--- config.mk ---
export PLATFORM = sky130hd
export DESIGN_NAME = roi_frame_reader_flat
export DESIGN_NICKNAME = d
export VERILOG_FILES = /design/src/rtl/roi_frame_reader_if.sv /design/src/rtl/roi_frame_reader.sv /design/src/flat_wrapper.sv
export SDC_FILE = /design/constraint.sdc
export NUM_CORES = 1
export LEC_CHECK = 0
export CAP_MARGIN = 10
export CORE_MARGIN = 2
export CORE_UTILIZATION = 55
export DETAILED_ROUTE_END_ITERATION = 10
export GPL_TIMING_DRIVEN = 0
export PLACE_DENSITY_LB_ADDON = 0.2
export SYNTH_ARGS = -nofsm -noshare
export SYNTH_HDL_FRONTEND = slang
export SYNTH_SLANG_ARGS = --single-unit
--- constraint.sdc ---
create_clock -name clk -period 5 [get_ports clk]
set_clock_uncertainty 0.05 [all_clocks]
set_input_delay 1 -clock clk [delete_from_list [all_inputs] [get_ports clk]]
set_output_delay 1 -clock clk [all_outputs]
set_load 0.05 [all_outputs]
--- src/rtl/roi_frame_reader_if.sv ---
`timescale 1ns/1ps
// Bus bundle for roi_frame_reader: frame RAM read/clear ports plus the downstream pixel stream.
// Stream handshake: a word moves on a cycle where out_valid && out_ready; once out_valid is
// raised it stays high and out_data stays constant until that word is accepted.
interface roi_frame_reader_if #(
   parameter int ADDR_WIDTH = 17,
   parameter int DATA_WIDTH = 16
);
   logic                  mem_rd_en;
   logic [ADDR_WIDTH-1:0] mem_rd_addr;
   logic [DATA_WIDTH-1:0] mem_rdata;
   logic                  mem_wr_en;
   logic [ADDR_WIDTH-1:0] mem_wr_addr;
   logic [DATA_WIDTH-1:0] mem_wdata;
   logic [DATA_WIDTH-1:0] out_data;
   logic                  out_valid;
   logic                  out_ready;

   modport master (
      output mem_rd_en, mem_rd_addr, mem_wr_en, mem_wr_addr, mem_wdata, out_data, out_valid,
      input  mem_rdata, out_ready
   );

   modport slave (
      input  mem_rd_en, mem_rd_addr, mem_wr_en, mem_wr_addr, mem_wdata, out_data, out_valid,
      output mem_rdata, out_ready
   );
endinterface

--- src/rtl/roi_frame_reader.sv ---
`timescale 1ns/1ps
// Walks a programmed window of the frame RAM in raster order, streams pixels through a
// 2-entry fall-through buffer, and can zero each pixel one cycle after reading it.
module roi_frame_reader #(
   parameter int X_LENGTH     = 320,
   parameter int Y_DEPTH      = 240,
   parameter int X_ADDR_WIDTH = 9,
   parameter int Y_ADDR_WIDTH = 8,
   parameter int ADDR_WIDTH   = 17,
   parameter int DATA_WIDTH   = 16
) (
   input  logic                    clk,
   input  logic                    rst_n,
   input  logic                    rd_req,
   input  logic                    auto_clr,
   input  logic [X_ADDR_WIDTH-1:0] addr_x_start,
   input  logic [X_ADDR_WIDTH-1:0] addr_x_stop,
   input  logic [Y_ADDR_WIDTH-1:0] addr_y_start,
   input  logic [Y_ADDR_WIDTH-1:0] addr_y_stop,
   roi_frame_reader_if.master      bus,
   output logic                    busy,
   output logic                    done,
   output logic                    err,
   output logic [2:0]              state_dbg
);

   typedef enum logic [2:0] {
      S_IDLE  = 3'd0,
      S_CHECK = 3'd1,
      S_READ  = 3'd2,
      S_DRAIN = 3'd3,
      S_DONE  = 3'd4
   } state_t;

   localparam logic [X_ADDR_WIDTH:0] X_LEN    = (X_ADDR_WIDTH+1)'(X_LENGTH);
   localparam logic [Y_ADDR_WIDTH:0] Y_LEN    = (Y_ADDR_WIDTH+1)'(Y_DEPTH);
   localparam logic [ADDR_WIDTH-1:0] ROW_STEP = ADDR_WIDTH'(X_LENGTH);

   state_t                  state, state_nxt;
   logic                    rd_req_q;
   logic                    clr_q;
   logic [X_ADDR_WIDTH-1:0] xs, xe, x;
   logic [Y_ADDR_WIDTH-1:0] ys, ye, y;
   logic [ADDR_WIDTH-1:0]   row_base;
   logic [ADDR_WIDTH-1:0]   rd_addr;
   logic                    rd_en;
   logic                    rd_pending;
   logic                    wr_en_q;
   logic [ADDR_WIDTH-1:0]   wr_addr_q;
   logic                    start;
   logic                    win_ok;
   logic                    last_pix;

   logic [DATA_WIDTH-1:0]   buf_q [2];
   logic                    buf_rd_ptr, buf_wr_ptr;
   logic [1:0]              buf_cnt, buf_cnt_nxt;
   logic                    fire, push, pop;

   assign start    = rd_req && !rd_req_q;
   assign win_ok   = (xs <= xe) && (ys <= ye) && ({1'b0, xe} < X_LEN) && ({1'b0, ye} < Y_LEN);
   assign rd_addr  = row_base + ADDR_WIDTH'(x);
   assign last_pix = (x == xe) && (y == ye);

   // Credit: stored words plus the read still in flight may never exceed the buffer depth.
   assign rd_en = (state == S_READ) && ((buf_cnt + {1'b0, rd_pending}) < 2'd2);

   // An empty buffer passes the returning RAM word straight through, saving a cycle of latency.
   assign bus.out_valid = (buf_cnt != 2'd0) || rd_pending;
   assign bus.out_data  = (buf_cnt != 2'd0) ? buf_q[buf_rd_ptr] :
                          (rd_pending ? bus.mem_rdata : '0);
   assign fire = bus.out_valid && bus.out_ready;
   assign pop  = fire && (buf_cnt != 2'd0);
   assign push = rd_pending && !(fire && (buf_cnt == 2'd0));

   always_comb begin
      buf_cnt_nxt = buf_cnt;
      case ({push, pop})
         2'b10:   buf_cnt_nxt = buf_cnt + 2'd1;
         2'b01:   buf_cnt_nxt = buf_cnt - 2'd1;
         default: buf_cnt_nxt = buf_cnt;
      endcase
   end

   assign bus.mem_rd_en   = rd_en;
   assign bus.mem_rd_addr = rd_addr;
   assign bus.mem_wr_en   = wr_en_q;
   assign bus.mem_wr_addr = wr_addr_q;
   assign bus.mem_wdata   = '0;
   assign state_dbg       = state;

   always_comb begin
      state_nxt = state;
      busy      = 1'b0;
      done      = 1'b0;
      err       = 1'b0;
      case (state)
         S_IDLE:  if (start) state_nxt = S_CHECK;
         S_CHECK: begin
            if (win_ok) begin
               busy      = 1'b1;
               state_nxt = S_READ;
            end else begin
               err       = 1'b1;
               state_nxt = S_IDLE;
            end
         end
         S_READ: begin
            busy = 1'b1;
            if (rd_en && last_pix) state_nxt = S_DRAIN;
         end
         S_DRAIN: begin
            busy = 1'b1;
            // No reads are issued here, so an empty buffer next cycle means nothing is left.
            if (buf_cnt_nxt == 2'd0) state_nxt = S_DONE;
         end
         S_DONE: begin
            done      = 1'b1;
            state_nxt = S_IDLE;
         end
         default: state_nxt = S_IDLE;
      endcase
   end

   always_ff @(posedge clk or negedge rst_n) begin
      if (!rst_n) begin
         state      <= S_IDLE;
         rd_req_q   <= 1'b0;
         clr_q      <= 1'b0;
         xs         <= '0;
         xe         <= '0;
         ys         <= '0;
         ye         <= '0;
         x          <= '0;
         y          <= '0;
         row_base   <= '0;
         rd_pending <= 1'b0;
         wr_en_q    <= 1'b0;
         wr_addr_q  <= '0;
      end else begin
         state      <= state_nxt;
         rd_req_q   <= rd_req;
         rd_pending <= rd_en;
         wr_en_q    <= rd_en && clr_q;
         if (rd_en) wr_addr_q <= rd_addr;
         if ((state == S_IDLE) && start) begin
            xs    <= addr_x_start;
            xe    <= addr_x_stop;
            ys    <= addr_y_start;
            ye    <= addr_y_stop;
            clr_q <= auto_clr;
         end
         if (state == S_CHECK) begin
            x        <= xs;
            y        <= ys;
            row_base <= ADDR_WIDTH'(ys) * ROW_STEP;
         end else if (rd_en) begin
            if (x == xe) begin
               x        <= xs;
               y        <= y + 1'b1;
               row_base <= row_base + ROW_STEP;
            end else begin
               x <= x + 1'b1;
            end
         end
      end
   end

   always_ff @(posedge clk or negedge rst_n) begin
      if (!rst_n) begin
         buf_q[0]   <= '0;
         buf_q[1]   <= '0;
         buf_rd_ptr <= 1'b0;
         buf_wr_ptr <= 1'b0;
         buf_cnt    <= 2'd0;
      end else begin
         if (push) begin
            buf_q[buf_wr_ptr] <= bus.mem_rdata;
            buf_wr_ptr        <= ~buf_wr_ptr;
         end
         if (pop) buf_rd_ptr <= ~buf_rd_ptr;
         buf_cnt <= buf_cnt_nxt;
      end
   end

endmodule
--- src/flat_wrapper.sv ---
// flat-port wrapper written by rule: the top's interface ports become plain ports
module roi_frame_reader_flat 
#(
   parameter int X_LENGTH     = 320,
   parameter int Y_DEPTH      = 240,
   parameter int X_ADDR_WIDTH = 9,
   parameter int Y_ADDR_WIDTH = 8,
   parameter int ADDR_WIDTH   = 17,
   parameter int DATA_WIDTH   = 16
)
  (clk, rst_n, rd_req, auto_clr, addr_x_start, addr_x_stop, addr_y_start, addr_y_stop, busy, done, err, state_dbg, bus_mem_rd_en, bus_mem_rd_addr, bus_mem_wr_en, bus_mem_wr_addr, bus_mem_wdata, bus_out_data, bus_out_valid, bus_mem_rdata, bus_out_ready);
  roi_frame_reader_if #(.ADDR_WIDTH(ADDR_WIDTH), .DATA_WIDTH(DATA_WIDTH)) bus_i ();
  input  logic clk;
  input  logic rst_n;
  input  logic rd_req;
  input  logic auto_clr;
  input  logic [X_ADDR_WIDTH-1:0] addr_x_start;
  input  logic [X_ADDR_WIDTH-1:0] addr_x_stop;
  input  logic [Y_ADDR_WIDTH-1:0] addr_y_start;
  input  logic [Y_ADDR_WIDTH-1:0] addr_y_stop;
  output logic busy;
  output logic done;
  output logic err;
  output logic [2:0] state_dbg;
  output wire logic [$bits(bus_i.mem_rd_en)-1:0] bus_mem_rd_en;
  output wire logic [$bits(bus_i.mem_rd_addr)-1:0] bus_mem_rd_addr;
  output wire logic [$bits(bus_i.mem_wr_en)-1:0] bus_mem_wr_en;
  output wire logic [$bits(bus_i.mem_wr_addr)-1:0] bus_mem_wr_addr;
  output wire logic [$bits(bus_i.mem_wdata)-1:0] bus_mem_wdata;
  output wire logic [$bits(bus_i.out_data)-1:0] bus_out_data;
  output wire logic [$bits(bus_i.out_valid)-1:0] bus_out_valid;
  input wire logic [$bits(bus_i.mem_rdata)-1:0] bus_mem_rdata;
  input wire logic [$bits(bus_i.out_ready)-1:0] bus_out_ready;
  assign bus_mem_rd_en = bus_i.mem_rd_en;
  assign bus_mem_rd_addr = bus_i.mem_rd_addr;
  assign bus_mem_wr_en = bus_i.mem_wr_en;
  assign bus_mem_wr_addr = bus_i.mem_wr_addr;
  assign bus_mem_wdata = bus_i.mem_wdata;
  assign bus_out_data = bus_i.out_data;
  assign bus_out_valid = bus_i.out_valid;
  assign bus_i.mem_rdata = bus_mem_rdata;
  assign bus_i.out_ready = bus_out_ready;
  roi_frame_reader #(.X_LENGTH(X_LENGTH), .Y_DEPTH(Y_DEPTH), .X_ADDR_WIDTH(X_ADDR_WIDTH), .Y_ADDR_WIDTH(Y_ADDR_WIDTH), .ADDR_WIDTH(ADDR_WIDTH), .DATA_WIDTH(DATA_WIDTH)) u_core (.clk(clk), .rst_n(rst_n), .rd_req(rd_req), .auto_clr(auto_clr), .addr_x_start(addr_x_start), .addr_x_stop(addr_x_stop), .addr_y_start(addr_y_start), .addr_y_stop(addr_y_stop), .bus(bus_i), .busy(busy), .done(done), .err(err), .state_dbg(state_dbg));
endmodule
==> impl_summary.md <==
Run status
The flow ran to the end, and the final reports show no timing, DRC or antenna violations.

Setup path
The cell count of the worst reg-to-reg path is 9. The required time of the critical path is 3.95 ns. The worst register-to-register path has a setup slack of 2.27 ns. By startpoint and endpoint, the worst setup path is classified as flop to output port.

STA classifies the critical path startpoint as a flop. STA classifies the critical path endpoint as an output port. The endpoint arrival time on the critical path is 3.69 ns. The maximum fanout count along the critical path is 4.

Final layout
The core utilization of the finished layout is 72.81%. The number of diodes added for antenna fixing is 0. The area added between synthesis and finish is 29.53%. The fraction of final layout cells sized beyond drive strength 1 is 16.29%.

For this run, the post-layout net count is 883. The summed area of non-filler cells in the final layout is 8710 µm². The layout has 890 filler cells. Summing all multi-input logic gate instances after layout gives 3368 µm².

Across the whole layout, storage elements account for 3053 µm².

GRT
The via count of the first global-routing pass is 5,385. Global routing finished with a remaining overflow of 0. For this run, the total global-route usage over all layers was measured as 25.29%. The first global-routing pass estimated 26.09 mm of wire. Entering global routing, the biggest net connects 82 pins. The number of antenna violations at the first check in global routing is 0.

STA
The worst slew slack as a fraction of its limit is 48.16%. The number of hold violations in the final report is 0. The number of pins with negative max-slew slack in the final report is 0. Setup violations remaining at the end of the flow were counted as 0.

The smallest clock period supported by the final layout is computed as 4.740 ns. Setup repair after global routing left no endpoint under its margin. Adding up every negative setup slack in the final design gives 0 ns. The transition time at the pin with the least slew margin is 0.7775 ns.

The part of the cycle the worst path needs is 94.79%. Static timing analysis puts the maximum clock frequency at 211.0 MHz. After layout, the worst setup slack is 0.2604 ns.

Routing
Using the TritonRoute via totals, the vias-per-cell ratio works out to 5.658. The number of DRC violations after detailed routing is 0. The residual antenna-violating net count after detailed routing is 0.

Across all layers, the routed design uses 5,381 vias. The first-iteration detailed-routing DRC count is 488. The iteration count of the initial detailed-routing pass is 8. The average detailed-routed wire length per instance is 16.79 µm.

The routed wire length is 15.97 mm.

Floorplanning
The core box area is 11,960 µm². The overall die area is 13,130 µm². The height of the chip is 114.6 µm. The floorplan has 40 rows. Once the floorplan was initialized, standard cells occupied 56.21% of the core.

The floorplan die width is 114.6 µm. The count of boundary I/O pins is 130.

Yosys
The post-synthesis sequential area ratio is 45.40%. In the synthesized netlist, the cells that appear most often are sky130_fd_sc_hd__dfrtp_1 (122), sky130_fd_sc_hd__mux2_2 (71), sky130_fd_sc_hd__nand2_1 (64). After synthesis, the largest area contributor takes up 45.40% of total cell area. In the post-synthesis netlist, the cell with the most instances is sky130_fd_sc_hd__dfrtp_1. The flip-flop and latch count after synthesis is 122. In the synthesized netlist the async set-or-reset flop fraction comes to 100.0%. For this run, the leading register cell type out of synthesis is sky130_fd_sc_hd__dfrtp_1.

The post-synthesis instance total is 643. The total of warnings raised by yosys is 0. The number of synthesized flops with an enable pin is 0. The biggest area contributor in the post-synthesis netlist is sky130_fd_sc_hd__dfrtp_1. The per-instance average area after synthesis is 10.46 µm². Yosys attributes the largest share of cell area to sky130_fd_sc_hd__dfrtp_1 (45%), sky130_fd_sc_hd__mux2_2 (12%), sky130_fd_sc_hd__ha_1 (6.7%). The synthesized area is 6724 µm². Counting distinct cell types in the post-synthesis netlist gives 55.

Clock network
The insertion delay to the later sink of the worst-skew pair is 0.41 ns. The cell at the root of the clock tree is sky130_fd_sc_hd__clkbuf_16. For this design, the CTS-stage hold fixing added 0 buffers. The clock transition time at the flip-flop clock pins of the worst setup and hold paths is 0.05 ns. CTS saw 122 sinks.

The number of clock buffers added by TritonCTS is 17. Counting along the longest clock path gives a buffer depth of 2. The number of buffers inserted by post-CTS setup repair is 0. The number of H-tree branching levels is 4.

The post-cts sizing count is 0. The TritonCTS clock tree is built.

Place
The number of buffer cells added on primary ports is 113. The worst slack after detailed placement is 0.7740 ns. The half-perimeter wire length of the detailed placement result is 11.90 mm. At the end of routability-driven placement, the weighted congestion stood at 0.8674. Summing all placed instances gives a cell area of 8124 µm².

Min path
The min-delay analysis places its worst path in the category flop to flop. Along the worst hold path, the cell count comes to 2.

Job
The max-cap check violation count is 0.
stage by stage:
step / hold slack, ns / cells
after floorplan: 0.3974 / 658
after global placement: 0.4100 / 918
after detailed placement: 0.4128 / 919
after CTS: 0.4307 / 951
after global routing: 0.4499 / 951
final: 0.4276 / 951
state kept, by name (all words and copies together), names as in the netlist:
name,count
u_core.buf_q,32
u_core.bus.mem_wr_addr,17
u_core.row_base,11
u_core.x,9
u_core.xe,9
u_core.xs,9
u_core.y,8
u_core.ye,8
u_core.ys,8
u_core.state_dbg,3
u_core.buf_cnt,2
u_core.buf_rd_ptr,1
u_core.buf_wr_ptr,1
u_core.bus.mem_wr_en,1
u_core.clr_q,1
u_core.rd_pending,1
u_core.rd_req_q,1
worst max-delay path, stage by stage, from the launching register on:
cell                              delay [ns]
sky130_fd_sc_hd__dfrtp_1                0.46
sky130_fd_sc_hd__ha_1                   0.32
sky130_fd_sc_hd__nor2b_1                0.13
sky130_fd_sc_hd__o211ai_1               0.16
sky130_fd_sc_hd__a21oi_1                0.08
sky130_fd_sc_hd__a2111oi_0              0.41
sky130_fd_sc_hd__nor2_1                 0.20
sky130_fd_sc_hd__o41ai_1                0.60
sky130_fd_sc_hd__clkdlybuf4s50_1        0.92
per-layer routing:
metal / vias up / share of wire (%) / GRT usage [%]
met5: - / 0 / 0
met4: 0 / 1.6 / 8.049
met3: 26 / 5.5 / 5.135
met2: 190 / 51 / 43.87
met1: 2635 / 42 / 31.79
li1: 2530 / - / -
cell type report:
type / instances / area share, %
buffer: 52 / 3.132
clock buffer: 23 / 5.718
clock inverter: 9 / 1.006
inverter: 23 / 0.9912
multi-input combinational: 461 / 38.67
sequential: 122 / 35.05
tap: 147 / 2.112
timing repair buffer: 114 / 13.32
cell usage in the layout, fill, tap and decap left out, drive strengths merged, types with 11 or more instances in the layout:
cell type / Yosys / final
dfrtp: 122 / 122
clkdlybuf4s50: 0 / 112
mux2: 71 / 71
nand2: 65 / 65
clkbuf: 29 / 52
o21ai: 40 / 40
ha: 36 / 36
xnor2: 32 / 32
nor2: 31 / 31
nand3: 28 / 28
buf: 23 / 25
inv: 23 / 24
a21oi: 17 / 17
mux2i: 17 / 17
conb: 1 / 16
xor2: 15 / 15
nand4: 11 / 11
nor3: 11 / 11
kinds of logic (layout without fill, tap and decap cells):
family | count (synthesis) | count (layout) | share of synthesized area [%]
and+or+nand+nor | 173 | 173 | 12.23
adders and majority gates | 37 | 37 | 6.997
other | 1 | 16 | 0.05577
DFF | 122 | 122 | 45.40
buffers and inverters | 75 | 221 | 5.340
AOI/OAI and AO/OA | 100 | 100 | 9.434
muxes | 88 | 88 | 14.42
xor gates and xnor gates | 47 | 47 | 6.122
path summary, 6_finish.rpt:
| check | start | end |
|---|---|---|
| min in group asynchronous | rst_n | u_core.buf_q[18]$_DFFE_PN0P_ |
| worst max register to register | u_core.x[4]$_DFFE_PN0P_ | u_core.state_dbg[0]$_DFFE_PN0P_ |
| worst max-delay path | u_core.ys[1]$_DFFE_PN0P_ | busy |
| max in group asynchronous | rst_n | u_core.y[6]$_DFFE_PN0P_ |
| worst min-delay path | u_core.bus.mem_wr_addr[2]$_DFFE_PN0P_ | u_core.bus.mem_wr_addr[2]$_DFFE_PN0P_ |
| worst min register to register | u_core.bus.mem_wr_addr[2]$_DFFE_PN0P_ | u_core.bus.mem_wr_addr[2]$_DFFE_PN0P_ |
Power is left out: the tool's default activity adds up to more than one toggle a clock period on the data nets, which glitch-free logic cannot reach.
